`src/rtl/multiplicador_pkg.sv`:
```
// Shared types and sizes for the multiplicador shift-add multiplier.
package multiplicador_pkg;

  localparam int unsigned LARGURA_MUL  = 16;
  localparam int unsigned N_PASSOS     = 16;
  localparam int unsigned LARGURA_CONT = 5;

  typedef enum logic [1:0] {
    IDLE,
    CALC,
    FIM
  } estado_t;

endpackage

```
`src/rtl/multiplicador_nucleo.sv`:
```
// Unsigned radix-2 shift-add datapath: one partial-product step per enabled edge.
module multiplicador_nucleo
  import multiplicador_pkg::*;
#(
  parameter int unsigned LARGURA = LARGURA_MUL
) (
  input  logic                   clk,
  input  logic                   rst_n,
  input  logic                   i_carregar,
  input  logic                   i_passo,
  input  logic [LARGURA-1:0]     i_multiplicando,
  input  logic [LARGURA-1:0]     i_multiplicador,
  output logic [2*LARGURA-1:0]   o_produto,
  output logic                   o_ultimo
);

  logic [LARGURA-1:0]      r_mcand;
  logic [2*LARGURA-1:0]    r_acc;
  logic [LARGURA_CONT-1:0] r_cont;
  logic [LARGURA:0]        w_parcela;
  logic [LARGURA:0]        w_soma;

  // Upper half accumulates; lower half starts as the multiplier and shifts out its LSB.
  assign w_parcela = r_acc[0] ? {1'b0, r_mcand} : '0;
  assign w_soma    = {1'b0, r_acc[2*LARGURA-1:LARGURA]} + w_parcela;

  always_ff @(posedge clk or negedge rst_n) begin
    if (!rst_n) begin
      r_mcand <= '0;
      r_acc   <= '0;
      r_cont  <= '0;
    end else if (i_carregar) begin
      r_mcand <= i_multiplicando;
      r_acc   <= {{LARGURA{1'b0}}, i_multiplicador};
      r_cont  <= '0;
    end else if (i_passo) begin
      r_acc   <= {w_soma, r_acc[LARGURA-1:1]};
      r_cont  <= r_cont + LARGURA_CONT'(1);
    end
  end

  assign o_produto = r_acc;
  assign o_ultimo  = (r_cont == LARGURA_CONT'(N_PASSOS - 1));

endmodule

```
`src/rtl/multiplicador.sv`:
```
// Sequential 16x16 multiplier: FSM, sign handling and output registers.
// Define MULTIPLICADOR_SINAL_EN to honour com_sinal (two's-complement operands).
module multiplicador
  import multiplicador_pkg::*;
#(
  parameter int unsigned LARGURA = LARGURA_MUL
) (
  input  logic               clk,
  input  logic               rst_n,
  input  logic               start,
  input  logic               com_sinal,
  input  logic [LARGURA-1:0] operando1,
  input  logic [LARGURA-1:0] operando2,
  output logic [LARGURA-1:0] mulH,
  output logic [LARGURA-1:0] mulL,
  output logic               busy,
  output logic               done
);

  estado_t                r_estado, w_estado_prox;
  logic                   w_carregar, w_passo, w_escrever, w_ultimo;
  logic [LARGURA-1:0]     w_mag1, w_mag2;
  logic [2*LARGURA-1:0]   w_produto, w_resultado;
  logic [LARGURA-1:0]     r_mulH, r_mulL;
  logic                   r_done;

`ifdef MULTIPLICADOR_SINAL_EN
  logic r_negar;

  // 0x8000 maps to 32768, which still fits the unsigned magnitude.
  assign w_mag1 = (com_sinal && operando1[LARGURA-1]) ? LARGURA'(-operando1) : operando1;
  assign w_mag2 = (com_sinal && operando2[LARGURA-1]) ? LARGURA'(-operando2) : operando2;

  always_ff @(posedge clk or negedge rst_n) begin
    if (!rst_n) begin
      r_negar <= 1'b0;
    end else if (w_carregar) begin
      r_negar <= com_sinal & (operando1[LARGURA-1] ^ operando2[LARGURA-1]);
    end
  end

  // Negating a zero product yields zero, so no separate nonzero test is needed.
  assign w_resultado = r_negar ? -w_produto : w_produto;
`else
  logic w_unused_sinal;

  assign w_unused_sinal = com_sinal;
  assign w_mag1         = operando1;
  assign w_mag2         = operando2;
  assign w_resultado    = w_produto;
`endif

  multiplicador_nucleo #(
    .LARGURA (LARGURA)
  ) u_nucleo (
    .clk             (clk),
    .rst_n           (rst_n),
    .i_carregar      (w_carregar),
    .i_passo         (w_passo),
    .i_multiplicando (w_mag1),
    .i_multiplicador (w_mag2),
    .o_produto       (w_produto),
    .o_ultimo        (w_ultimo)
  );

  always_ff @(posedge clk or negedge rst_n) begin
    if (!rst_n) begin
      r_estado <= IDLE;
    end else begin
      r_estado <= w_estado_prox;
    end
  end

  always_comb begin
    w_estado_prox = r_estado;
    w_carregar    = 1'b0;
    w_passo       = 1'b0;
    w_escrever    = 1'b0;
    case (r_estado)
      IDLE: begin
        if (start) begin
          w_carregar    = 1'b1;
          w_estado_prox = CALC;
        end
      end
      CALC: begin
        w_passo = 1'b1;
        if (w_ultimo) begin
          w_estado_prox = FIM;
        end
      end
      FIM: begin
        w_escrever    = 1'b1;
        w_estado_prox = IDLE;
      end
      default: w_estado_prox = IDLE;
    endcase
  end

  always_ff @(posedge clk or negedge rst_n) begin
    if (!rst_n) begin
      r_mulH <= '0;
      r_mulL <= '0;
      r_done <= 1'b0;
    end else begin
      r_done <= w_escrever;
      if (w_escrever) begin
        r_mulH <= w_resultado[2*LARGURA-1:LARGURA];
        r_mulL <= w_resultado[LARGURA-1:0];
      end
    end
  end

  assign mulH = r_mulH;
  assign mulL = r_mulL;
  assign done = r_done;
  assign busy = (r_estado != IDLE);

endmodule

```
`config.mk`:
```
export PLATFORM = sky130hd
export DESIGN_NAME = multiplicador
export DESIGN_NICKNAME = d
export VERILOG_FILES = /design/src/rtl/multiplicador_pkg.sv /design/src/rtl/multiplicador_nucleo.sv /design/src/rtl/multiplicador.sv
export SDC_FILE = /design/constraint.sdc
export NUM_CORES = 1
export LEC_CHECK = 0
export ABC_AREA = 0
export BUFFER_PORTS_ARGS = -buffer_cell sky130_fd_sc_hd__buf_2
export CORE_ASPECT_RATIO = 1.4
export CORE_UTILIZATION = 30
export DETAILED_ROUTE_END_ITERATION = 6
export GPL_ROUTABILITY_DRIVEN = 1
export PLACE_DENSITY = 0.57
export SLEW_MARGIN = 20
export SYNTH_ARGS = -nofsm -noshare
export SYNTH_HDL_FRONTEND = slang
export SYNTH_SLANG_ARGS = --single-unit
```
`constraint.sdc`:
```
create_clock -name clk -period 2.45 [get_ports clk]
set_input_delay 0.49 -clock clk [delete_from_list [all_inputs] [get_ports clk]]
set_output_delay 0.49 -clock clk [all_outputs]
set_load 0.1 [all_outputs]
```
Word level (Yosys, flattened, before mapping)
Cells that the tools add are included.

storage, ports and cells
  flip-flop bits (word level) = 88
  input port bits = 36
  output and inout bits = 34

cells by class
  $add $sub $neg = 2
  eq/ne operators = 5
  mux-type cells = 12
  reduce and logical (&&, ||, !) cells = 4

operator list
  kind                 count
  $mux 32              2
  $add 16x17->17       1
  $mux 16              1
  $mux 5               2
  $add 5x1->5 const B  1
  $eq 5x4->1 const B   1
  $mux 1               4
  $mux 2               2
  $pmux 2 s2           1
  $reduce_bool 2->1    2
  $eq 2x1->1 const B   1
  $eq 2x2->1 const B   1
  $logic_not 2->1      1
  $ne 2x1->1 const B   1
  $ne 2x2->1 const B   1
  $reduce_and 2->1     1

Depth between registers and ports, before layout
Gate-level depths: netlist of the first run.

  depth in word-level cells = 4
  depth in mapped cells = 10
  gate-level depth less buffers = 9

Cells and area by module
A second synthesis of the first run with hierarchy kept.

second synthesis, totals
  cell total of the unflattened synthesis = 371
  area total of the unflattened synthesis = 4545.6 µm²

modules (own cells, without submodules)
  module                instances  cells an instance  area each (µm²)  seq. area each (µm²)
  multiplicador_nucleo  1          291                3074.2           1326.3
  multiplicador         1          80                 1471.4           875.8

Worst setup path before layout of the first run
OpenSTA, ideal clock, no wires.

  path type = reg2reg
  start point = register u_nucleo.r_acc[0], in the netlist u_nucleo.o_produto[0]
  end point = register u_nucleo.r_acc[27], in the netlist u_nucleo.o_produto[27]
  setup time = 0.122 ns
  arrival = 2.381 ns
  setup slack = -0.053 ns
  stages on the path, launching flop included = 11
  period minus slack after synthesis = 2.503 ns
  cells stage by stage = dfrtp_1 > clkbuf_1 > and2_1 > ha_1 > inv_1 > fa_1 > nor2b_1 > o2111ai_2 > a211oi_1 > o31ai_1 > a32o_1

on the way
  cells in the longest elaborated chain, start to end = 4

ends and longest elaborated chain
  what                    RTL line                    RTL
  start, declared         multiplicador_nucleo.sv:18  logic [2*LARGURA-1:0] r_acc;
  start signal, assigned  multiplicador_nucleo.sv:34  r_acc <= {{LARGURA{1'b0}}, i_multiplicador};
  start signal, assigned  multiplicador_nucleo.sv:37  r_acc <= {w_soma, r_acc[LARGURA-1:1]};
  $mux 16                 multiplicador_nucleo.sv:24  assign w_parcela = r_acc[0] ? {1'b0, r_mcand} : '0;
  $add 16x17->17          multiplicador_nucleo.sv:25  assign w_soma = {1'b0, r_acc[2*LARGURA-1:LARGURA]} + w_parcela;
  $mux 32                 multiplicador_nucleo.sv:36  end else if (i_passo) begin
  $mux 32                 multiplicador_nucleo.sv:32  end else if (i_carregar) begin

No other way between the ends. The select of a mux whose other input is x is not followed.
A chain may end at the register's enable or synchronous reset.

Worst setup path in the final report of the first run
Ends and elaborated chain as after synthesis.

==> results.cfg, run 1 <==
[hold_path]
hold_class = input pin to asynchronous set/reset pin

[finish]
antenna_cells = 0
fin_nets = 564
syn_to_final_growth_pct = 23.87
drive_above_1_share_pct = 32.30
utilization_pct = 37.89

[synth]
ys.flop_type = dfrtp_1
yosys_warnings = 0
async_flop_share_pct = 100.0
syn-cell-area_um2 = 4418
synth_nets = 483
synth_edf_count = 0
syn_area_per_cell_um2 = 10.32
synthCells = 428
seq_area_frac_synth_pct = 49.84
synth_cell_types = 55
yosys_register_bits = 88

[clock_tree]
cts_tree = yes
cts_buffer_depth = 2
clk_pin_slew_ns = 0.07
clock_latency_ns = 0.34
cts_hold_buf = 0
cts_buffers = 9
root_buffer = clkbuf_16
ctsHtreeMaxLevel = 3
cts.sinks = 88

[sta]
setup_viol = 0
hold_viol = 0
worst_pin_slew_ns = 0.8751
fmax_ghz = 0.4132
holdWs_ns = 0.1597
rsz0062_at_grt = yes
skew_ns = 0.005588
period_share_pct = 98.78
max_slew_margin_pct = 41.62
drv_slew = 0
min_period_ns = 2.420
final.setup.worst_slack_ns = 0.02996

[routing]
dr.pass1.iters = 4
drcViolationCount = 0
first_iter_violations = 152
drt-total-wl_um = 10600
ant_nets = 0
vias = 3441
routed_via_density = 4.895
wire_per_inst_um = 15.08

[floorplan]
die_h_um = 145.6
core_region_area_um2 = 14440
io_pins = 70
initial_core_util_pct = 30.59
dieArea_um2 = 15220
num_rows = 52
die_x_um = 104.6

[placed_design]
dp_slack_ns = -0.03057
dp_hpwl_um = 7729
port_buffers = 68
globalplace.congestion = 0.8290

[setup_path]
reg2reg_depth = 8
endpoint_kind = flop
cp.required_ns = 2.68
r2r-end = u_nucleo.o_produto[27]$_DFFE_PN0P_
r2r-start = u_nucleo.o_produto[0]$_DFFE_PN0P_
cp_max_fo = 11
worst-endpoint-arrival_ns = 2.65
criticalPathCategory = flop to flop
cp-start-kind = flop
rrSetupSlack_ns = 0.03

[global_route]
grt_pass1_wl_um = 17870
grt_use_total_pct = 14.89
grt.overflow.total = 0
grt_pass1_vias = 3569
grt_start_max_net_pins = 45
antenna_found_initial = 0

[job]
drv_cap = 0

[status]
outcome = complete, no violations
==> per-layer routing <==
layer,vias to the layer above,share of wire (%),track usage (%)
met5,-,0,0
met4,0,1.6,5.786
met3,13,3.0,2.642
met2,66,53,26.62
met1,1683,42,17.53
li1,1679,-,-
==> logic make-up (layout without fill, tap and decap cells) <==
group	Yosys count	count (layout)	synth area share, %
adders and majority gates	19	19	5.551
buffers and inverters	35	121	4.163
DFF	88	88	49.84
xor gates and xnor gates	6	6	1.190
muxes	32	32	8.128
AOI/OAI and AO/OA	102	102	15.69
and+or+nand+nor	146	146	15.43
==> metrics by stage <==
| step | cell area [µm²] | TNS [ns] | std cells |
|---|---|---|---|
| 2_1_floorplan | 4423 | 0 | 428 |
| 3_3_place_gp | 5075 | -0.01514 | 684 |
| 3_5_place_dp | 5075 | -0.07851 | 684 |
| 4_1_cts | 5395 | -0.03054 | 700 |
| 5_1_grt | 5473 | -0.06594 | 703 |
| 6_report | 5473 | 0 | 703 |
==> synth_stat cells (all sizes together), types with 7 or more instances <==
cell    count  share of area (%)
a21oi      12                1.6
a22oi      16                2.7
and2       16                2.3
buf        12                2.2
clkbuf     16                1.4
dfrtp      88                 50
ha         18                5.1
inv         7               0.59
mux2       31                7.9
nand2      85                7.2
nand3       7               0.79
nand4       7               0.99
nor2        7               0.59
o21ai      37                4.2
==> registers in the layout (all words and copies together), names as in the netlist <==
signal / flops
r_estado: 2
u_nucleo.r_mcand: 16
mulL: 16
mulH: 16
done: 1
u_nucleo.r_cont: 5
u_nucleo.o_produto: 32
==> critical path, stage by stage, from the launching register on <==
cell and delay, ns:
dfrtp_2 0.43, buf_4 0.18, and2_1 0.14, ha_1 0.30, a21o_1 0.20, a311oi_2 0.28
nor2_1 0.10, or4_4 0.41, a32o_1 0.25
==> cell usage in the layout (no fill, tap or decap), drive strengths merged, types with 4 or more instances in the layout <==
cell,netlist,layout
a21o,4,4
a21oi,12,12
a22oi,16,16
and2,16,16
buf,12,98
clkbuf,16,10
dfrtp,88,88
ha,18,18
inv,7,9
mux2,31,31
nand2,85,85
nand2b,5,5
nand3,7,7
nand4,7,7
nor2,7,7
nor2b,5,5
o21a,4,4
o21ai,37,37
==> how the worst max path moves through the flow <==
| stage | slack, ns | cells past startpoint | startpoint | endpoint |
|---|---|---|---|---|
| 3_3_place_gp | -0.01 | 9 | u_nucleo.o_produto[0]$_DFFE_PN0P_ | u_nucleo.o_produto[27]$_DFFE_PN0P_ |
| 6_report | 0.03 | 8 | u_nucleo.o_produto[0]$_DFFE_PN0P_ | u_nucleo.o_produto[27]$_DFFE_PN0P_ |
| 4_1_cts | -0.03 | 9 | u_nucleo.o_produto[0]$_DFFE_PN0P_ | u_nucleo.o_produto[27]$_DFFE_PN0P_ |
| 2_1_floorplan | 0.01 | 10 | u_nucleo.o_produto[0]$_DFFE_PN0P_ | u_nucleo.o_produto[27]$_DFFE_PN0P_ |
| 5_1_grt | -0.04 | 9 | u_nucleo.o_produto[0]$_DFFE_PN0P_ | u_nucleo.o_produto[27]$_DFFE_PN0P_ |
| 3_5_place_dp | -0.03 | 8 | u_nucleo.o_produto[0]$_DFFE_PN0P_ | u_nucleo.o_produto[27]$_DFFE_PN0P_ |
==> layout make-up <==
class / instances / area [µm²]
Fill cell: 1456 / 8971
Sequential cell: 88 / 2203
Multi-Input combinational cell: 305 / 2100
Timing Repair Buffer: 98 / 593.1
Clock buffer: 10 / 239.0
Tap cell: 189 / 236.5
Clock inverter: 6 / 75.07
Inverter: 7 / 26.28
==> repair_timing <==
action                     in CTS  in global routing
resized for setup               2                 13
setup buffers                   0                  3
pin swaps                       1                  7
setup endpoints to repair       3                  7
Power of run 1 is left out: the tool's default activity adds up to more than one toggle a clock period on the data nets, which glitch-free logic cannot reach.
==> inputs of run 2 (changes only) <==
- ABC_AREA: 0 -> unset
- PLACE_DENSITY: 0.57 -> 0.56
- clock period: 2.45 -> 2.27 ns (I/O delays scaled with it)
==> results.cfg, run 2 (synthesis gave the netlist of run 1 again) <==
[placed_design]
globalplace.congestion = 0.8418
place_inst = 703
dp_hpwl_um = 8012
dp_slack_ns = -0.1355
port_buffers = 68

[floorplan]
core_region_area_um2 = 14440
io_pins = 70
num_rows = 52
die_h_um = 145.6
dieArea_um2 = 15220
initial_core_util_pct = 30.59
die_x_um = 104.6

[clock_tree]
cts_hold_buf = 0
ctsHtreeMaxLevel = 3
clock_latency_ns = 0.34
clk_pin_slew_ns = 0.07
cts_buffer_depth = 2
cts_tree = yes
cts_buffers = 9
root_buffer = clkbuf_16
cts.sinks = 88

[status]
violations = setup timing
outcome = finished with violations

[sta]
max_slew_margin_pct = 55.35
worst_pin_slew_ns = 0.6692
hold_viol = 0
drv_slew = 0
setup_viol = 3
rsz0062_at_grt = yes
final.setup.worst_slack_ns = -0.04418
skew_ns = 0.004892
holdWs_ns = 0.09183
min_period_ns = 2.314
fmax_ghz = 0.4321
period_share_pct = 101.9

[finish]
stdcell_count = 731
drive_above_1_share_pct = 39.85
antenna_cells = 0
fin_nets = 592
final_common_cell = dfrtp_1
largest_reg_flops = 32
syn_to_final_growth_pct = 33.45
final_cell_mix = dfrtp_1, nand2_1, buf_2, buf_4, mux2_2
utilization_pct = 40.82

[setup_path]
worst-endpoint-arrival_ns = 2.55
cp_max_fo = 8
cpPeakStageDelay_ns = 0.48
slowest_stage = or4_1
criticalPathCategory = flop to flop
cp-start-kind = flop
cp_cell_sequence = buf_6 > and2_4 > ha_4 > a21o_1 > a311oi_2 > nor2_1 > or4_1 > a32o_1
cp.required_ns = 2.50
endpoint_kind = flop

[global_route]
grt_use_total_pct = 15.62
antenna_found_initial = 0
grt_pass1_wl_um = 18800
grt.overflow.total = 0
grt_pass1_vias = 3751
grt_start_max_net_pins = 41

[routing]
vias = 3554
first_iter_violations = 212
wire_per_inst_um = 15.50
routed_via_density = 4.862
ant_nets = 0
dr.pass1.iters = 4
drcViolationCount = 0
drt-total-wl_um = 11330

[hold_path]
hold_class = input pin to asynchronous set/reset pin

[job]
drv_cap = 0
==> run 2: metal layers <==
| layer | part of all wire (%) | global-route usage (%) | vias to the layer above |
|---|---|---|---|
| met5 | 0 | 0 | - |
| met4 | 2.6 | 7.071 | 0 |
| met3 | 2.9 | 2.418 | 22 |
| met1 | 42 | 17.82 | 1725 |
| met2 | 53 | 28.41 | 70 |
| li1 | - | - | 1737 |
==> run 2: repair_timing <==
action                     in CTS  in global routing
buffers inserted                6                  7
cloned                          0                  0
gates resized for setup        28                 23
pin swaps                      23                 32
setup endpoints to repair       8                  9
==> run 2: worst max-delay path, delay by kind of cell (launching register included) <==
family	cells	cell delay, ns
fa+ha+maj	1	0.22
buf+inv	1	0.16
flops	1	0.43
simple gates	3	0.70
compound gates	3	0.68
==> run 2: final timing paths <==
path                       depth (start not counted)  slack, ns                         startpoint                            endpoint
min reg2reg                                        2       0.47    u_nucleo.r_mcand[8]$_DFFE_PN0P_     u_nucleo.r_mcand[8]$_DFFE_PN0P_
max in group asynchronous                          2       1.50                              rst_n             r_estado[0]$_DFFE_PN0P_
min                                                1       0.09                              rst_n                mulL[11]$_DFFE_PN0P_
min in group clk                                   3       0.30                       operando1[5]     u_nucleo.r_mcand[5]$_DFFE_PN0P_
max                                                8      -0.04  u_nucleo.o_produto[0]$_DFFE_PN0P_  u_nucleo.o_produto[27]$_DFFE_PN0P_
max reg2reg                                        8      -0.04  u_nucleo.o_produto[0]$_DFFE_PN0P_  u_nucleo.o_produto[27]$_DFFE_PN0P_
==> run 2: layout make-up <==
cell class                      instances  area (µm²)
Clock inverter                          6       67.56
Clock buffer                           10       239.0
Tap cell                              189       236.5
Inverter                                7       26.28
Multi-Input combinational cell        305        2311
Fill cell                            1441        8548
Sequential cell                        88        2202
Timing Repair Buffer                  126       813.3
==> run 2: stage by stage <==
step / instance area [µm²] / setup TNS [ns]
after floorplan: 4424 / -0.2660
after global placement: 5205 / -0.2756
after detailed placement: 5205 / -0.4597
after CTS: 5714 / -0.03939
after global routing: 5896 / -0.4552
final: 5896 / -0.08574
Power of run 2 is left out for the same reason.
==> inputs of run 3 (changes only) <==
--- a/constraint.sdc
+++ b/constraint.sdc
@@ -3,2 +3,2 @@
 set_output_delay 0.454 -clock clk [all_outputs]
-set_load 0.1 [all_outputs]
+set_load 0.02 [all_outputs]
==> results.cfg, run 3 (synthesis gave the netlist of run 1 again) <==
[status]
outcome = finished with violations
violations = setup timing

[clock_tree]
cts.sinks = 88
cts_buffers = 9
ctsHtreeMaxLevel = 3
clk_pin_slew_ns = 0.07
clock_latency_ns = 0.34
cts_buffer_depth = 2
root_buffer = clkbuf_16
cts_tree = yes

[sta]
rsz0062_at_grt = yes
max_slew_margin_pct = 56.13
setup_viol = 1
hold_viol = 0
min_period_ns = 2.288
drv_slew = 0
period_share_pct = 100.8
final.setup.worst_slack_ns = -0.01829
holdWs_ns = 0.2951
worst_pin_slew_ns = 0.6576
fmax_ghz = 0.4370
tns_ns = -0.01829
skew_ns = 0.007787

[routing]
routed_via_density = 4.963
wire_per_inst_um = 15.65
drt-total-wl_um = 11400
vias = 3613
first_iter_violations = 176
dr.pass1.iters = 4
ant_nets = 0
drcViolationCount = 0

[global_route]
grt_pass1_wl_um = 18640
grt_pass1_vias = 3774
grt.overflow.total = 0
grt_use_total_pct = 15.51
grt_start_max_net_pins = 54
antenna_found_initial = 0

[hold_path]
whs_path_depth = 3
whs_endpoint = u_nucleo.r_mcand[9]$_DFFE_PN0P_
hold_class = input pin to flop
hold_path_startpoint = operando1[9]

[power_and_ir_drop]
ir_worst_vdd_mv = 0.4701
power_frac_clock_pct = 18.4
power_mw = 8.528
cellInternalPower_mw = 5.175
combPwrFrac_pct = 48.4
swShare_pct = 39.32
switching_power_mw = 3.353
pwr_density_cell_nw_per_um2 = 1449
seqPwrFrac_pct = 33.2
leakagePower_nw = 2.667

[finish]
design_area_um2 = 5884
antenna_cells = 0
drive_above_1_share_pct = 39.15
final_cell_mix = dfrtp_1, nand2_1, buf_2, buf_4, mux2_2
multiInputGateArea_um2 = 2293
final_common_cell = dfrtp_1
fin_nets = 589
fill_cells = 1426
syn_to_final_growth_pct = 33.19
register_area_um2 = 2202
largest_reg_flops = 32

[setup_path]
cp-start-kind = flop
cp.required_ns = 2.51
r2r-end = u_nucleo.o_produto[27]$_DFFE_PN0P_
endpoint_kind = flop
reg2reg_depth = 9
r2r-start = u_nucleo.o_produto[0]$_DFFE_PN0P_
worst-endpoint-arrival_ns = 2.52
rrSetupSlack_ns = -0.02
criticalPathCategory = flop to flop
cp_max_fo = 5

[job]
drv_cap = 0

[floorplan]
core_region_area_um2 = 14440
die_h_um = 145.6
dieArea_um2 = 15220
num_rows = 52
io_pins = 70
initial_core_util_pct = 30.59
die_x_um = 104.6

[placed_design]
placed_area_um2 = 5202
globalplace.congestion = 0.8351
port_buffers = 68
dp_hpwl_um = 7945
run 3: final cells by class:
class                      instances  area share, %
tap                              189          4.019
inverter                           7         0.4465
sequential                        88          37.42
multi-input combinational        305          38.98
clock buffer                      11          4.295
timing repair buffer             123          13.78
clock inverter                     5          1.063
run 3: how the worst max path moves through the flow:
stage | cells after the start | end | start
floorplan | 10 | u_nucleo.o_produto[27]$_DFFE_PN0P_ | u_nucleo.o_produto[0]$_DFFE_PN0P_
CTS | 9 | u_nucleo.o_produto[27]$_DFFE_PN0P_ | u_nucleo.o_produto[0]$_DFFE_PN0P_
global route | 9 | u_nucleo.o_produto[27]$_DFFE_PN0P_ | u_nucleo.o_produto[0]$_DFFE_PN0P_
global placement | 9 | u_nucleo.o_produto[29]$_DFFE_PN0P_ | u_nucleo.o_produto[0]$_DFFE_PN0P_
detailed placement | 9 | u_nucleo.o_produto[29]$_DFFE_PN0P_ | u_nucleo.o_produto[0]$_DFFE_PN0P_
finish | 9 | u_nucleo.o_produto[27]$_DFFE_PN0P_ | u_nucleo.o_produto[0]$_DFFE_PN0P_
run 3: critical path, stage by stage, from the launching register on:
cell and delay (ns):
dfrtp_1 0.40, and2_4 0.17, ha_4 0.14, inv_2 0.04
fa_2 0.36, nor2b_4 0.15, o2111ai_4 0.19, a211oi_4 0.36
o31ai_1 0.10, a32o_1 0.26
run 3: per-layer routing:
layer / vias to the layer above / GRT usage (%) / share of wire [%]
met5: - / 0 / 0
met4: 0 / 6.929 / 1.9
met3: 19 / 2.329 / 3.4
met2: 74 / 28.51 / 54
met1: 1795 / 17.52 / 40
li1: 1725 / - / -
run 3: power groups by stage:
stage                     logic (mW)  registers (mW)  clock network, mW
after floorplan                 2.21            3.02                  0
after global placement          3.62            2.79                  0
after detailed placement        3.69            2.81                  0
after CTS                       3.94            2.81               1.61
after global routing            4.54            2.94               1.65
final                           4.13            2.83               1.57
run 3: through the flow:
stage	util, %	std cells	setup slack [ns]
3_5_place_dp	36.02	701	-0.2032
3_3_place_gp	36.02	701	-0.1164
5_1_grt	40.74	728	-0.09952
4_1_cts	39.48	723	-0.05098
2_1_floorplan	-	428	-0.1227
6_report	40.74	728	-0.01829
run 3: timing repair:
action | CTS | global route
endpoints found under the setup margin | 7 | 10
pin swaps | 18 | 22
gates resized for setup | 24 | 22
hold buffers | 1 | 0
hold endpoints to repair | 13 | 0
buffers inserted | 5 | 5
Note: power is estimated with default switching activity, not from simulation.
